--- src/rtl/key_expand_seq.sv ---
// ---------------------------------------------------------------------------
// key_expand_seq
//   AES-128 key-schedule sequencer. Loads a 128-bit cipher key on start and
//   emits round keys 0..NUM_ROUNDS one per accepted transfer on a
//   valid/ready stream. The AES g-function (RotWord, SubWord, Rcon) is
//   computed combinationally by keyround() and folded into the next key.
//
//   Optional feature macro: KEY_STORE_EN
//     defined   : 11x128 register store written with each transferred key.
//                 rd_data = store[rd_idx] (combinational), 0 for
//                 rd_idx > NUM_ROUNDS. The store is cleared only by rst.
//     undefined : no store; rd_data is tied to 0.
//
//   Ports
//     clk        in   1    clock, rising edge
//     rst        in   1    asynchronous reset, active-high
//     start      in   1    load key_in and begin expansion (IDLE only)
//     key_in     in   128  cipher key, FIPS byte k at [8k+7:8k]
//     busy       out  1    high in EMIT and DONE
//     rk_valid   out  1    rk_data / rk_round valid
//     rk_ready   in   1    downstream accepts current round key
//     rk_data    out  128  round key, same byte order as key_in
//     rk_round   out  4    round index of rk_data
//     done       out  1    one-cycle pulse after the last round transfers
//     rd_idx     in   4    stored-key read index
//     rd_data    out  128  stored round key
//     dbg_state  out  2    FSM state (0 IDLE, 1 EMIT, 2 DONE)
//
//   Handshake: a transfer happens on a rising edge where rk_valid and
//   rk_ready are both high. While rk_valid is high and rk_ready is low,
//   rk_data and rk_round hold; rk_valid never drops without a transfer
//   except on rst.
// ---------------------------------------------------------------------------
module key_expand_seq #(
    parameter int         NUM_ROUNDS = 10,
    parameter logic [7:0] RCON_INIT  = 8'h01
) (
    input  logic         clk,
    input  logic         rst,
    input  logic         start,
    input  logic [127:0] key_in,
    output logic         busy,
    output logic         rk_valid,
    input  logic         rk_ready,
    output logic [127:0] rk_data,
    output logic [3:0]   rk_round,
    output logic         done,
    input  logic [3:0]   rd_idx,
    output logic [127:0] rd_data,
    output logic [1:0]   dbg_state
);

    localparam logic [1:0] IDLE = 2'd0;
    localparam logic [1:0] EMIT = 2'd1;
    localparam logic [1:0] DONE = 2'd2;

    localparam logic [3:0] LAST = 4'(NUM_ROUNDS);

    // Multiply by x in GF(2^8) with the AES polynomial.
    function automatic logic [7:0] xtime(input logic [7:0] x);
        return {x[6:0], 1'b0} ^ (x[7] ? 8'h1B : 8'h00);
    endfunction

    function automatic logic [7:0] gmul(input logic [7:0] a, input logic [7:0] b);
        logic [7:0] p;
        logic [7:0] x;
        p = 8'h00;
        x = a;
        for (int i = 0; i < 8; i++) begin
            if (b[i]) p = p ^ x;
            x = xtime(x);
        end
        return p;
    endfunction

    // S-box computed algebraically: multiplicative inverse (a^254, which
    // maps 0 to 0) followed by the AES affine transform.
    function automatic logic [7:0] sbox(input logic [7:0] a);
        logic [7:0] r;
        r = a;
        // After k rounds of square-and-multiply r = a^(2^(k+1)-1); 6 rounds give a^127.
        for (int i = 0; i < 6; i++) begin
            r = gmul(r, r);
            r = gmul(r, a);
        end
        r = gmul(r, r);
        return r ^ {r[6:0], r[7]} ^ {r[5:0], r[7:6]} ^ {r[4:0], r[7:5]}
                 ^ {r[3:0], r[7:4]} ^ 8'h63;
    endfunction

    // g-function. Bytes are packed with the first FIPS byte in [7:0], so
    // RotWord moves byte [7:0] to [31:24] and Rcon lands in [7:0].
    function automatic logic [63:0] keyround(input logic [63:0] in_w, input logic [7:0] count);
        logic [31:0] rot;
        logic [31:0] sub;
        rot = {in_w[7:0], in_w[31:8]};
        sub = {sbox(rot[31:24]), sbox(rot[23:16]), sbox(rot[15:8]), sbox(rot[7:0])};
        return {in_w[63:32], sub ^ {24'h0, count}};
    endfunction

    logic [1:0]   state;
    logic [7:0]   rcon;
    logic [63:0]  kr_out;
    logic [31:0]  g;
    logic [31:0]  nw0, nw1, nw2, nw3;
    logic [127:0] next_key;
    logic         xfer;

    assign xfer     = (state == EMIT) && rk_ready;
    assign rk_valid = (state == EMIT);
    assign busy     = (state != IDLE);
    assign done     = (state == DONE);
    assign dbg_state = state;

    always_comb begin
        kr_out   = keyround({32'h0, rk_data[127:96]}, rcon);
        g        = kr_out[31:0];
        nw0      = rk_data[31:0]  ^ g;
        nw1      = rk_data[63:32] ^ nw0;
        nw2      = rk_data[95:64] ^ nw1;
        nw3      = rk_data[127:96] ^ nw2;
        next_key = {nw3, nw2, nw1, nw0};
    end

    always_ff @(posedge clk or posedge rst) begin
        if (rst) begin
            state    <= IDLE;
            rk_data  <= '0;
            rk_round <= '0;
            rcon     <= RCON_INIT;
        end else begin
            case (state)
                IDLE: begin
                    if (start) begin
                        state    <= EMIT;
                        rk_data  <= key_in;
                        rk_round <= '0;
                        rcon     <= RCON_INIT;
                    end
                end
                EMIT: begin
                    if (rk_ready) begin
                        if (rk_round == LAST) begin
                            state <= DONE;
                        end else begin
                            rk_data  <= next_key;
                            rk_round <= rk_round + 4'd1;
                            rcon     <= xtime(rcon);
                        end
                    end
                end
                DONE:    state <= IDLE;
                default: state <= IDLE;
            endcase
        end
    end

`ifdef KEY_STORE_EN
    logic [127:0] store [0:NUM_ROUNDS];

    always_ff @(posedge clk or posedge rst) begin
        if (rst) begin
            for (int i = 0; i <= NUM_ROUNDS; i++) store[i] <= '0;
        end else if (xfer) begin
            store[rk_round] <= rk_data;
        end
    end

    always_comb begin
        rd_data = '0;
        if (rd_idx <= LAST) rd_data = store[rd_idx];
    end
`else
    logic unused_rd;
    assign unused_rd = ^{rd_idx, xfer};
    assign rd_data   = '0;
`endif

endmodule

--- config.mk ---
export PLATFORM = sky130hd
export DESIGN_NAME = key_expand_seq
export DESIGN_NICKNAME = d
export VERILOG_FILES = /design/src/rtl/key_expand_seq.sv
export SDC_FILE = /design/constraint.sdc
export NUM_CORES = 2
export LEC_CHECK = 0
export CAP_MARGIN = 20
export CORE_AREA = 8 8 352 354
export CTS_CLUSTER_SIZE = 16
export DETAILED_ROUTE_END_ITERATION = 12
export DIE_AREA = 0 0 360 362
export HOLD_SLACK_MARGIN = 0.05
export PLACE_DENSITY = 0.83
export SLEW_MARGIN = 20
export SYNTH_ARGS = -nofsm -noshare
export SYNTH_HDL_FRONTEND = slang
export SYNTH_SLANG_ARGS = --single-unit
--- constraint.sdc ---
create_clock -name clk -period 38.2 [get_ports clk]
set_input_delay 7.64 -clock clk [delete_from_list [all_inputs] [get_ports clk]]
set_output_delay 7.64 -clock clk [all_outputs]
set_load 0.02 [all_outputs]
==> out/summary.txt <==
Hold WS - 480 ps
CTS tree - done
Mapped Cells - 7986
Commonest non-fill, non-tap cell in the layout - xnor2_1
Root Buffer - clkbuf_16
Avg Inst Size Synth - 8.06 um2
DP HPWL - 142000 um
Final Critical Period - 28170 ps
Largest family of logic cells by synthesized area - XOR/XNOR gates
Fmax - 35.5 MHz
FF+latch count, synth - 142
Pin count of the biggest net entering global routing - 85
Via count - 59300
Endpoints failing setup - 0
Post-synthesis compound-gate area fraction - 0.154
RSZ-0062 raised after global routing - no
Area contributors post-synth - xnor2_1, xnor3_1, nand2_1
Gpl congestion - 0.943
Rows - 127
Worst endpoint required time - 38570 ps
Die X - 360 um
Post-Syn Area - 64400 um2
Register area share after synthesis - 0.0552
Synthesis-to-finish area growth - 4.96%
CTS Buf Count - 17
Final ANT Viol Nets - 0
Filler cell count - 10400
Clock buffer depth - 2
GRT Util Overall - 0.290
EDFF count, synth - 0
Kind of end point of the critical path - register
1st-iter DRT viols - 7135
Vias/cell - 6.32
Worst Path Max Fanout - 39
Period utilization - 0.738
Most frequent cells in the layout - xnor2_1, nand2_1, nor2_1
Crit path max-delay cell type - xor2_1
Simple-gate share of the synthesized area - 0.188
Slowest stage delay, CP - 880 ps
DIE AREA - 130000 um2
Worst slew pin tran - 1170 ps
CTS clk-pin slew, worst paths - 90 ps
Dominant cell type by area after synthesis - xnor2_1
Postcts setup bufs - 0
Post-cts resize count - 0
Adder-Cell Fraction of Synth Area - 0.00583
CP Data Arrival Time - 28550 ps
Xor/xnor cell area share of the yosys netlist - 0.492
Status - finished clean
Hold_buf cts - 0
Synth Warn # - 0
Vias in the first global route - 56700
Final layout net count - 7982
First-pass iteration count of the detailed router - 8
CP most frequent cell - xnor2_1
Worst Hold Class - reg2reg
Chip height - 362 um
Core ar. - 119000 um2
Initial antenna violation count - 8
Num Clock Sinks - 142
Post-route DRC violation count - 0
Number of max-cap violations - 0
Worst Setup Path Type - reg2reg
Fraction of layout cells with a size suffix above 1 - 0.0733
Final WS setup - 10030 ps
Ys flop type - dfrtp_1
Grt ovf - 0
Buffers on Ports - 268
First-pass GRT wire length - 313000 um
Ports - 401
Setup_tns - 0 ps
Setup crit start kind - register
Worst slew margin - 0.215
Routed len/inst - 21.4 um
Area share of the largest cell type after synthesis - 0.180
Final Hold Viols - 0
Post-synth cell types - 133
Worst slack, placed - 10820 ps
Skew final - 29.2 ps
Clk Latency, worst-skew pair - 530 ps
Starting Density - 0.543
Share of flip-flops with an asynchronous set or reset - 1.00
Mux cell area share after synthesis - 0.0422
Max-slew violation count - 0
WL final - 201000 um
Htree depth - 4
## cell usage after synthesis, drive strengths merged, types with 93 or more instances
cell type and count:
a22oi 114, clkbuf 328, o21ai 309, nor2 684
mux2i 231, xor3 93, nand2 1212, nand3 166
xnor2 1449, inv 135, buf 376, nor3 171
xnor3 441, xor2 581, a21oi 318, dfrtp 141
## logic make-up after synthesis
family	count (synthesis)
adder cells (fa/ha/maj)	30
multiplexers	264
other	1
AO/OA/AOI/OAI	1420
AND/OR/NAND/NOR	2718
flip-flops	142
buffers and inverters	847
XOR/XNOR	2564
## final timing paths
kind,start,end,slack [ps],cells after the start
min,rcon[0],rcon[0],480,2
min reg2reg,rcon[0],rcon[0],480,2
max,rk_data[111],rk_data[101],10030,77
max reg2reg,rk_data[111],rk_data[101],10030,77
max in group asynchronous,rst,rk_data[118],29330,3
min in group asynchronous,rst,rk_data[29],7590,2
## per-stage QoR
stage / instance area [um2] / utilization / std cells
final: 67600 / 0.569 / 9380
after detailed placement: 67000 / 0.564 / 9345
after floorplan: 64900 / - / 8113
after CTS: 67500 / 0.569 / 9377
after global placement: 67000 / 0.564 / 9345
after global routing: 67600 / 0.569 / 9377
## per-layer routing
| layer | part of all wire | track usage | vias up |
|---|---|---|---|
| met2 | 0.45 | 0.459 | 3501 |
| met1 | 0.39 | 0.370 | 28200 |
| li1 | - | - | 26900 |
| met4 | 0.046 | 0.125 | 8 |
| met3 | 0.12 | 0.0811 | 648 |
| met5 | 0.00026 | 0 | - |
## sequential cells by signal, indices dropped and copies added (netlist names)
name	count
rk_data	128
rcon	8
rk_round	4
dbg_state	2
## critical path: cells and delay by family (launching register included)
family                   cells  cell delay (ps)
flip-flops                   1              400
adder cells (fa/ha/maj)      6             2740
XOR/XNOR                    39            16050
AND/OR/NAND/NOR             12             3320
AO/OA/AOI/OAI               12             2530
multiplexers                 1              410
buffers and inverters        7             2450
## layout make-up
| cell class | count | area (um2) | area share |
|---|---|---|---|
| Clock inverter | 13 | 131 | 0.00194 |
| Sequential cell | 142 | 3590 | 0.0532 |
| Inverter | 143 | 552 | 0.00816 |
| Antenna cell | 3 | 7.51 | 0.000111 |
| Timing Repair Buffer | 388 | 3590 | 0.0531 |
| Clock buffer | 19 | 443 | 0.00655 |
| Tap cell | 1548 | 1940 | 0.0287 |
| Multi-Input combinational cell | 7124 | 57300 | 0.848 |
Power is left out: the tool's default activity adds up to more than one toggle a clock period on the data nets, which glitch-free logic cannot reach.
